`config.mk`:
```
export PLATFORM = sky130hd
export DESIGN_NAME = axi_lite_cmd_master
export DESIGN_NICKNAME = d
export VERILOG_FILES = /design/src/rtl/axi_lite_cmd_master.sv
export SDC_FILE = /design/constraint.sdc
export NUM_CORES = 1
export LEC_CHECK = 0
export ABC_AREA = 1
export CAP_MARGIN = 20
export CORE_MARGIN = 10
export CORE_UTILIZATION = 30
export CTS_CLUSTER_SIZE = 40
export DETAILED_ROUTE_END_ITERATION = 10
export PLACE_DENSITY = 0.58
export SLEW_MARGIN = 40
export SYNTH_ARGS = -nofsm -noshare
export SYNTH_HDL_FRONTEND = slang
export SYNTH_SLANG_ARGS = --single-unit
```
`constraint.sdc`:
```
create_clock -name clk -period 2.1 [get_ports clk]
set_input_delay 0.42 -clock clk [delete_from_list [all_inputs] [get_ports clk]]
set_output_delay 0.42 -clock clk [all_outputs]
set_load 0.02 [all_outputs]
```
`src/rtl/axi_lite_cmd_master.sv`:
```
// axi_lite_cmd_master: one-outstanding AXI4-Lite master driven by a command/response port, with per-handshake timeout
module axi_lite_cmd_master #(
   parameter int C_M_AXI_ADDR_WIDTH = 4,
   parameter int TIMEOUT_CYCLES = 1024
) (
   input  logic                          clk,
   input  logic                          rst,
   input  logic                          cmd_valid,
   output logic                          cmd_ready,
   input  logic                          cmd_write,
   input  logic [C_M_AXI_ADDR_WIDTH-1:0] cmd_addr,
   input  logic [31:0]                   cmd_wdata,
   output logic                          rsp_valid,
   input  logic                          rsp_ready,
   output logic [31:0]                   rsp_rdata,
   output logic [1:0]                    rsp_resp,
   output logic                          rsp_timeout,
   output logic                          m_axi_awvalid,
   input  logic                          m_axi_awready,
   output logic [C_M_AXI_ADDR_WIDTH-1:0] m_axi_awaddr,
   output logic [2:0]                    m_axi_awprot,
   output logic                          m_axi_wvalid,
   input  logic                          m_axi_wready,
   output logic [31:0]                   m_axi_wdata,
   output logic [3:0]                    m_axi_wstrb,
   input  logic                          m_axi_bvalid,
   output logic                          m_axi_bready,
   input  logic [1:0]                    m_axi_bresp,
   output logic                          m_axi_arvalid,
   input  logic                          m_axi_arready,
   output logic [C_M_AXI_ADDR_WIDTH-1:0] m_axi_araddr,
   output logic [2:0]                    m_axi_arprot,
   input  logic                          m_axi_rvalid,
   output logic                          m_axi_rready,
   input  logic [31:0]                   m_axi_rdata,
   input  logic [1:0]                    m_axi_rresp
);
   typedef enum logic [2:0] {IDLE, WR_ADDR_DATA, WR_RESP, RD_ADDR, RD_DATA, RSP} state_t;
   localparam int CW = $clog2(TIMEOUT_CYCLES) + 1;
   localparam logic [CW-1:0] LAST = CW'(TIMEOUT_CYCLES - 1);
   state_t state;
   logic [CW-1:0] cnt;
   logic aw_done, w_done, expired;
   assign m_axi_wstrb = 4'hf;
   assign m_axi_awprot = 3'b000;
   assign m_axi_arprot = 3'b000;
   // a channel counts as done once its valid has dropped or it is handshaking now
   always_comb begin
      aw_done = !m_axi_awvalid || m_axi_awready;
      w_done = !m_axi_wvalid || m_axi_wready;
      expired = (cnt == LAST) && (state == WR_ADDR_DATA ? !(aw_done && w_done) :
                                  state == WR_RESP      ? !m_axi_bvalid :
                                  state == RD_ADDR      ? !m_axi_arready :
                                  state == RD_DATA      ? !m_axi_rvalid : 1'b0);
   end
   always_ff @(posedge clk) begin
      if (rst) begin
         state <= IDLE;
         cnt <= '0;
         cmd_ready <= 1'b1;
         rsp_valid <= 1'b0;
         rsp_rdata <= '0;
         rsp_resp <= '0;
         rsp_timeout <= 1'b0;
         m_axi_awvalid <= 1'b0;
         m_axi_awaddr <= '0;
         m_axi_wvalid <= 1'b0;
         m_axi_wdata <= '0;
         m_axi_bready <= 1'b0;
         m_axi_arvalid <= 1'b0;
         m_axi_araddr <= '0;
         m_axi_rready <= 1'b0;
      end else begin
         cnt <= cnt + 1'b1;
         case (state)
            IDLE: begin
               cnt <= '0;
               if (cmd_valid && cmd_ready) begin
                  cmd_ready <= 1'b0;
                  m_axi_awaddr <= cmd_addr;
                  m_axi_araddr <= cmd_addr;
                  m_axi_wdata <= cmd_wdata;
                  m_axi_awvalid <= cmd_write;
                  m_axi_wvalid <= cmd_write;
                  m_axi_arvalid <= !cmd_write;
                  state <= cmd_write ? WR_ADDR_DATA : RD_ADDR;
               end
            end
            WR_ADDR_DATA: begin
               if (m_axi_awready) m_axi_awvalid <= 1'b0;
               if (m_axi_wready) m_axi_wvalid <= 1'b0;
               if (aw_done && w_done) begin
                  m_axi_bready <= 1'b1;
                  cnt <= '0;
                  state <= WR_RESP;
               end
            end
            WR_RESP: if (m_axi_bvalid) begin
               m_axi_bready <= 1'b0;
               rsp_valid <= 1'b1;
               rsp_rdata <= '0;
               rsp_resp <= m_axi_bresp;
               rsp_timeout <= 1'b0;
               state <= RSP;
            end
            RD_ADDR: if (m_axi_arready) begin
               m_axi_arvalid <= 1'b0;
               m_axi_rready <= 1'b1;
               cnt <= '0;
               state <= RD_DATA;
            end
            RD_DATA: if (m_axi_rvalid) begin
               m_axi_rready <= 1'b0;
               rsp_valid <= 1'b1;
               rsp_rdata <= m_axi_rdata;
               rsp_resp <= m_axi_rresp;
               rsp_timeout <= 1'b0;
               state <= RSP;
            end
            RSP: if (rsp_ready) begin
               rsp_valid <= 1'b0;
               cmd_ready <= 1'b1;
               state <= IDLE;
            end
            default: state <= IDLE;
         endcase
         if (expired) begin
            m_axi_awvalid <= 1'b0;
            m_axi_wvalid <= 1'b0;
            m_axi_bready <= 1'b0;
            m_axi_arvalid <= 1'b0;
            m_axi_rready <= 1'b0;
            rsp_valid <= 1'b1;
            rsp_rdata <= '0;
            rsp_resp <= 2'b10;
            rsp_timeout <= 1'b1;
            state <= RSP;
         end
      end
   end
endmodule

```
Yosys cells after proc, flatten, opt, wreduce, memory -nomap -nowiden
Cells that the tools add are included.
{"block": "classes", "add_sub_neg": 1, "eq_ne": 20, "mux": 47, "reduce_logical": 34}
{"cell": "two-way mux 32 bit", "n": 2}
{"cell": "case mux 32 bit (2 select lines)", "n": 1}
{"cell": "case mux 11 bit (3 select lines)", "n": 1}
{"cell": "AND reduction 3 bit", "n": 8}
{"cell": "two-way mux 11 bit", "n": 2}
{"cell": "two-way mux 3 bit", "n": 7}
{"cell": "two-way mux 1 bit", "n": 20}
{"cell": "case mux 3 bit (6 select lines)", "n": 1}
{"cell": "inequality test 3 bit (second input constant)", "n": 5}
{"cell": "inequality test 2 bit (second input constant)", "n": 7}
{"cell": "case mux 1 bit (2 select lines)", "n": 7}
{"cell": "AND reduction 6 bit", "n": 2}
{"cell": "nonzero test 2 bit", "n": 6}
{"cell": "adder 11 x 1 -> 11 bit (second input constant)", "n": 1}
{"cell": "== test 11 x 10 -> 1 bit (second input constant)", "n": 1}
{"cell": "two-way mux 2 bit", "n": 4}
{"cell": "zero test 1 bit", "n": 7}
{"cell": "== test 3 x 2 -> 1 bit (second input constant)", "n": 2}
{"cell": "== test 3 bit (second input constant)", "n": 2}
{"cell": "case mux 2 bit (2 select lines)", "n": 1}
{"cell": "AND reduction 4 bit", "n": 1}
{"cell": "nonzero test 4 bit", "n": 1}
{"cell": "== test 3 x 1 -> 1 bit (second input constant)", "n": 1}
{"cell": "logical AND 1 bit", "n": 3}
{"cell": "8 further kinds", "n": 9}
{"block": "totals", "register_bits": 92, "input_bits": 82, "out_inout_bits": 92, "word_cells": 118}

Depth between registers and ports, before layout
Gate-level depths: netlist of run 1.
{"block": "depth", "depth_word": 8, "ltp_mapped": 11, "ltp_nobuf": 10}

Least setup slack after synthesis of run 1
Ideal clock, no wire load.
{"block": "synth_timing", "path_type": "register -> register", "start": "register cnt[0]", "end": "register rsp_rdata[1]", "setup_time_ns": 0.113, "arrival_ns": 1.516, "t_required_ns": 1.987, "slack_ns": 0.471, "stages_incl_launch_ff": 11, "n_path_buf": 2, "synth_period_minus_slack_ns": 1.629, "path_cell_list": "dfxtp_1 ha_1 nand2_1 nor2_1 nand2_1 nor2_2 o21ai_4 nand2_2 buf_4 buf_6 nor2_1"}
{"block": "synth_between", "elab_chain_len": 3}
{"element": "start, declared", "line_no": "42", "text": "logic [CW-1:0] cnt;"}
{"element": "start signal, assigned", "line_no": "74", "text": "cnt <= cnt + 1'b1;"}
{"element": "== test 11 x 10 -> 1 bit", "line_no": "51", "text": "expired = (cnt == LAST) && (state == WR_ADDR_DATA ? !(aw_done && w_done) :"}
{"element": "logical AND 1 bit", "line_no": "51"}
{"element": "OR reduction 2 bit (no line)"}
{"element": "end signal, assigned", "line_no": "115", "text": "rsp_rdata <= m_axi_rdata;"}
{"element": "end, declared", "line_no": "15", "text": "output logic [31:0] rsp_rdata,"}
Every way passes these cells.
A chain may end at the register's enable or synchronous reset.

Worst setup path after layout of run 1
{"block": "layout_timing", "start": "register cnt[0]", "end": "register rsp_rdata[3]"}
The elaborated chain is that of the path after synthesis.

==> results.py, run 1 <==
metrics = {
    "synthesis": {
        "synth_cells": 527,
        "ys_seq_area_share_pct": 47.5,
        "async_reset_ff_share_pct": 0,
        "netlist_area_sq_um": 3880,
        "syn_avg_cell_area_sq_um": 7.36,
        "synth_edf_count": 0,
        "ys_seq_elements": 92,
        "ys.flop_type": "dfxtp_1",
        "yosysWarnings": 0,
        "synth.distinct_cells": 31,
    },
    "clocking": {
        "cts_num_sinks": 92,
        "cts_hold_buffers": 0,
        "clock_latency_ns": 0.34,
        "htree_levels": 3,
        "cts_tree": "done",
        "clk_path_buf_depth": 2,
        "postCtsSetupRepairBufs": 0,
        "clkSlewWorstSetupHoldPaths_ns": 0.06,
        "cts-root-buf": "clkbuf_16",
        "cts_resized": 0,
        "numCtsBuffers": 9,
    },
    "sta": {
        "fin_crit_sh_pct": 84.2,
        "worst_pin_slew_ns": 0.647,
        "fin_setup_tns_ns": 0,
        "slew_headroom_pct": 56.8,
        "hold_viol_final": 0,
        "min_period_ns": 1.77,
        "report.final.slew_viol_count": 0,
        "fin_skew_ns": 0.00273,
        "final-setup-viol-count": 0,
        "max_freq_mhz": 565,
        "rsz0062_at_grt": "no",
    },
    "worst_setup_path": {
        "max_stage_delay_ns": 0.41,
        "crit_path_cell_trace": "ha_1 -> nand2_1 -> nor2_1 -> nand2_1 -> nor2_2 -> o21ai_4 -> nand2_2 -> buf_4 -> nor2_1",
        "slowest_stage": "dfxtp_1",
        "cp_top_family": "simple AND/OR/NAND/NOR gates",
        "critical_path.n_buffers_inverters": 1,
        "cp_max_fo": 20,
        "path_class": "reg -> reg",
        "endpoint_kind": "flop",
        "worst_ep_required_time_ns": 2.32,
        "cp-start-kind": "flop",
        "cp.arrival_ns": 1.99,
    },
    "final_layout": {
        "synthToLayoutAreaGrowth_pct": 54.0,
        "layout-drive-gt1-share_pct": 6.62,
        "fin_nets": 758,
        "fin_util_pct": 47.2,
        "fin_cells": 852,
        "antenna_cells": 0,
    },
    "die": {
        "pin_count": 174,
        "fp.dieW_microns": 134,
        "start_util_pct": 30.6,
        "num_rows": 41,
        "die-area_sq_um": 17900,
        "dieHeight_microns": 134,
        "core_sq_um": 12700,
    },
    "grt": {
        "grt_pass1_vias": 3817,
        "overflow": 0,
        "grt_pass1_wl_microns": 19900,
        "antenna_found_initial": 0,
        "grt_max_degree": 40,
        "track_usage_pct": 13.7,
    },
    "routing": {
        "avgViaCountPerCell": 4.47,
        "wl_microns": 12300,
        "num_vias": 3811,
        "post-route-drc-count": 0,
        "detail_route.iter0.violations": 161,
        "wire_per_inst_microns": 14.4,
        "ant_nets": 0,
        "first_pass_iters": 4,
    },
    "placed_design": {
        "gp_congestion": 0.848,
        "dp.cells": 836,
        "port_buffers": 163,
        "hpwlAfterDp_microns": 9180,
    },
    "power": {
        "p_clk_share_pct": 22.5,
        "fin_total_pwr_w": 0.00926,
        "pwr-share-comb_pct": 48.0,
        "p_switching_w": 0.00361,
        "p_seq_share_pct": 29.6,
        "p_int_w": 0.00566,
        "irDropWorstVdd_v": 0.000662,
        "swShare_pct": 38.9,
        "leakage_nw": 2.33,
        "p_per_area_nw_per_um2": 1550,
    },
    "run_status": {
        "outcome": "finished, final reports clean",
    },
    "min_path": {
        "min_path_type": "reg -> reg",
    },
    "run": {
        "maxCapViolations": 0,
    },
}
## flip-flops by register name (all words and copies together) (netlist names), 2 cells and up
signal,cells
m_axi_wdata,32
rsp_rdata,32
cnt,11
m_axi_araddr,4
state,3
rsp_resp,2
## cells by family after synthesis
kind of cell / count (synthesis) / share of synthesized area, %
adders and majority gates: 1 / 0.322
DFF: 92 / 47.5
and+or+nand+nor: 270 / 29.4
other: 2 / 0.193
xor gates and xnor gates: 3 / 0.677
buffers and inverters: 67 / 9.35
AOI/OAI and AO/OA: 92 / 12.6
## per-layer routing
metal  global-route usage, %  share of wire [%]
met5                       0                  0
met4                    5.99                2.1
met3                    7.86                 12
met2                    21.2                 45
met1                    14.8                 41
## cell type report
type,count,area [sq um]
well taps,172,215
fillers,1261,6700
repair buffers,174,1740
inverters,22,82.6
clock inverters,7,163
multi-input cells,376,1710
flip-flops and latches,92,1840
clock buffers,9,225
## cells in the final DEF (no fill, tap or decap)
cell	Yosys	final
nand2_2	5	5
inv_1	19	19
clkbuf_16	0	9
inv_2	3	3
buf_4	17	9
a31oi_2	1	1
a22oi_1	1	1
o21ai_1	30	30
nor2_4	1	1
clkinv_2	0	1
ha_1	1	1
dfxtp_1	92	92
a21oi_1	12	12
a31o_2	1	1
o21bai_1	1	1
nor2_1	131	130
o21ai_0	45	45
clkdlybuf4s50_1	0	163
conb_1	2	10
nand3_4	1	1
nand4_1	1	1
xor2_1	3	3
o21ai_4	1	1
bufinv_16	0	5
nor4_1	1	1
nand2_1	76	76
nand3_1	41	41
buf_12	0	2
clkinvlp_4	0	1
nor2_2	2	3
nor3_1	5	5
nor3b_1	3	3
nand3_2	2	2
nand3b_1	1	1
## power by group through the flow
stage	clock, W	combinational [W]	sequential, W
after global placement	0	0.00447	0.00275
final	0.00208	0.00445	0.00274
after detailed placement	0	0.00449	0.00276
after CTS	0.00214	0.00451	0.00274
after floorplan	0	0.00196	0.00345
after global routing	0.00223	0.00491	0.00282
## through the flow
stage / worst slack (ns) / cell area, sq um / hold slack, ns
final: 0.331 / 5980 / 0.469
after global routing: 0.0994 / 5980 / 0.511
after CTS: 0.295 / 5980 / 0.475
after detailed placement: 0.158 / 5590 / 0.463
after global placement: 0.212 / 5590 / 0.462
after floorplan: 0.471 / 3910 / 0.441
## synthesized netlist by cell type (5+ instances only)
cell type | n | area share, %
clkbuf_1 | 15 | 1.5
dfxtp_1 | 92 | 47
o21ai_0 | 45 | 5.8
o21ai_1 | 30 | 3.9
a21oi_1 | 12 | 1.5
nand3_1 | 41 | 5.3
nand2_2 | 5 | 0.81
buf_2 | 8 | 1.0
inv_1 | 19 | 1.8
buf_6 | 5 | 1.5
nor3_1 | 5 | 0.64
buf_4 | 17 | 3.3
nor2_1 | 131 | 13
nand2_1 | 76 | 7.4
## worst register-to-register path, delay by kind of cell, from the launching register on
kind | cells | cell delay, ns
and+or+nand+nor | 6 | 0.71
DFF | 1 | 0.41
buffers and inverters | 1 | 0.24
adders and majority gates | 1 | 0.19
AOI/OAI and AO/OA | 1 | 0.11
## final timing paths
check	end	from	slack, ns	cells after the start
setup / recovery	rsp_rdata[3]	cnt[0]	0.33	9
hold reg to reg	rsp_timeout	rsp_timeout	0.47	2
hold / removal	rsp_timeout	rsp_timeout	0.47	2
setup reg to reg	rsp_rdata[3]	cnt[0]	0.33	9
Note: power is estimated with default switching activity, not from simulation.
==> inputs of run 2 (changes only) <==
Settings changed: PLACE_DENSITY 0.58 to 0.6.
Clock period 2.1 ns to 1.5 ns, I/O delays scaled along.
==> run 2 against run 1 <==
Clock power is 10% higher. Utilization is 1.8 points higher. Clock skew increased by 0.0032 ns. Clock-buffer cell count grew 3. Critical path type unchanged. Critical endpoint is now rsp_rdata[18]. Largest cell class is now non-clock buffers. Highest routed layer unchanged.
==> results.py, run 2 (synthesized netlist as in run 1, its figures left out) <==
metrics = {
    "worst_setup_path": {
        "path_class": "reg -> reg",
        "crit_path_cell_trace": "ha_4 -> nand2_4 -> nor2_4 -> nand2_2 -> nor2_4 -> o21ai_4 -> nand2_4 -> buf_12 -> nor2_1",
        "timing.rr.start": "cnt[0]",
        "slowest_stage": "dfxtp_2",
        "r2r_end": "rsp_rdata[18]",
        "reg2reg_slack_ns": 0.03,
        "cp_max_fo": 21,
        "endpoint_kind": "flop",
        "r2r_cells": 9,
        "cp.arrival_ns": 1.70,
        "max_stage_delay_ns": 0.35,
        "worst_ep_required_time_ns": 1.73,
        "cp-start-kind": "flop",
    },
    "grt": {
        "antenna_found_initial": 0,
        "overflow": 0,
        "grt_max_degree": 38,
        "grt_pass1_vias": 4150,
        "track_usage_pct": 14.0,
        "grt_pass1_wl_microns": 20400,
    },
    "die": {
        "dieHeight_microns": 134,
        "die-area_sq_um": 17900,
        "core_sq_um": 12700,
        "fp.dieW_microns": 134,
        "num_rows": 41,
        "pin_count": 174,
        "start_util_pct": 30.6,
    },
    "min_path": {
        "hp-start": "rsp_timeout",
        "min_to": "rsp_timeout",
        "whs_path_depth": 2,
        "min_path_type": "reg -> reg",
    },
    "placed_design": {
        "dpl_worst_slack_ns": -0.261,
        "port_buffers": 163,
        "gp_congestion": 0.808,
        "hpwlAfterDp_microns": 9790,
        "placed_area_sq_um": 5890,
    },
    "routing": {
        "num_vias": 3999,
        "post-route-drc-count": 0,
        "avgViaCountPerCell": 4.52,
        "ant_nets": 0,
        "wl_microns": 12900,
        "wire_per_inst_microns": 14.6,
        "detail_route.iter0.violations": 200,
        "first_pass_iters": 4,
    },
    "clocking": {
        "cts_num_sinks": 92,
        "clock_latency_ns": 0.34,
        "cts-root-buf": "clkbuf_16",
        "cts_hold_buffers": 0,
        "cts_tree": "done",
        "numCtsBuffers": 9,
        "clkSlewWorstSetupHoldPaths_ns": 0.06,
        "clk_path_buf_depth": 2,
        "htree_levels": 3,
    },
    "sta": {
        "report.final.slew_viol_count": 0,
        "fin_setup_tns_ns": 0,
        "rsz0062_at_grt": "yes",
        "finalWorstSetupSlack_ns": 0.0334,
        "final-setup-viol-count": 0,
        "max_freq_mhz": 682,
        "hold_ws_ns": 0.480,
        "fin_crit_sh_pct": 97.8,
        "hold_viol_final": 0,
        "fin_skew_ns": 0.00593,
        "min_period_ns": 1.47,
    },
    "final_layout": {
        "layout_common_cells": "nor2_1, dfxtp_1, dlygate4sd2_1",
        "top_regs": "m_axi_wdata: 32 flops, rsp_rdata: 32 flops, cnt: 11 flops",
        "layout-drive-gt1-share_pct": 12.8,
        "antenna_cells": 0,
        "fin_nets": 790,
        "fillers": 1254,
        "final_common_cell": "nor2_1",
        "final_cell_area_sq_um": 6210,
        "synthToLayoutAreaGrowth_pct": 60.0,
    },
    "run_status": {
        "outcome": "finished, final reports clean",
    },
    "run": {
        "maxCapViolations": 0,
    },
    "power": {
        "leakage_nw": 2.83,
        "p_per_area_nw_per_um2": 2000,
        "irDropWorstVdd_v": 0.00104,
    },
}
run 2: area by class of cell:
| class | instances | area, sq um | area share (%) |
|---|---|---|---|
| well taps | 172 | 215 | 3.47 |
| repair buffers | 206 | 1970 | 31.8 |
| flip-flops and latches | 92 | 1860 | 29.9 |
| multi-input cells | 376 | 1770 | 28.6 |
| clock inverters | 4 | 47.5 | 0.766 |
| inverters | 22 | 87.6 | 1.41 |
| clock buffers | 12 | 256 | 4.13 |
run 2: per-layer routing:
metal  share of wire [%]  GRT usage [%]  vias to the layer above
li1                    -              -                     2041
met3                  12           8.12                       18
met2                  48           23.2                      121
met1                  38           14.1                     1819
met5                   0              0                        -
met4                 2.1           5.68                        0
run 2: metrics by stage:
stage,total power [W],util (%),std cells
final,0.0124,49.0,884
after global routing,0.0134,49.0,884
after CTS,0.0124,48.2,881
after detailed placement,0.0106,46.5,864
after global placement,0.0105,46.5,864
after floorplan,0.00759,-,535
run 2: where the power goes:
group          total (W)  switching (W)  internal, W  leakage, nW
clock network    0.00229       0.000912      0.00138        0.149
logic            0.00631        0.00376      0.00255         1.93
registers        0.00382       0.000470      0.00335        0.757
run 2: worst max-delay path, delay by kind of cell, from the launching register on:
family	cells	cell delay (ns)
fa+ha+maj	1	0.15
compound gates	1	0.09
buf+inv	1	0.17
simple gates	6	0.59
flops	1	0.35
run 2: how the worst max path moves through the flow:
stage,slack (ns),to,startpoint
floorplan,0.002,m_axi_wdata[10],state[0]
global placement,-0.23,m_axi_arvalid,m_axi_wready
detailed placement,-0.26,m_axi_awvalid,m_axi_awready
CTS,0.01,state[0],state[0]
global route,-0.05,cnt[10],cnt[0]
finish,0.03,rsp_rdata[18],cnt[0]
run 2: timing repair:
| item | in CTS | in global routing |
|---|---|---|
| pin swaps | 1 | 2 |
| cloned | 0 | 2 |
| buffers inserted | 1 | 1 |
| endpoints found under the setup margin | 124 | 49 |
| resized for setup | 85 | 17 |
| hold endpoints to repair | 0 | 0 |
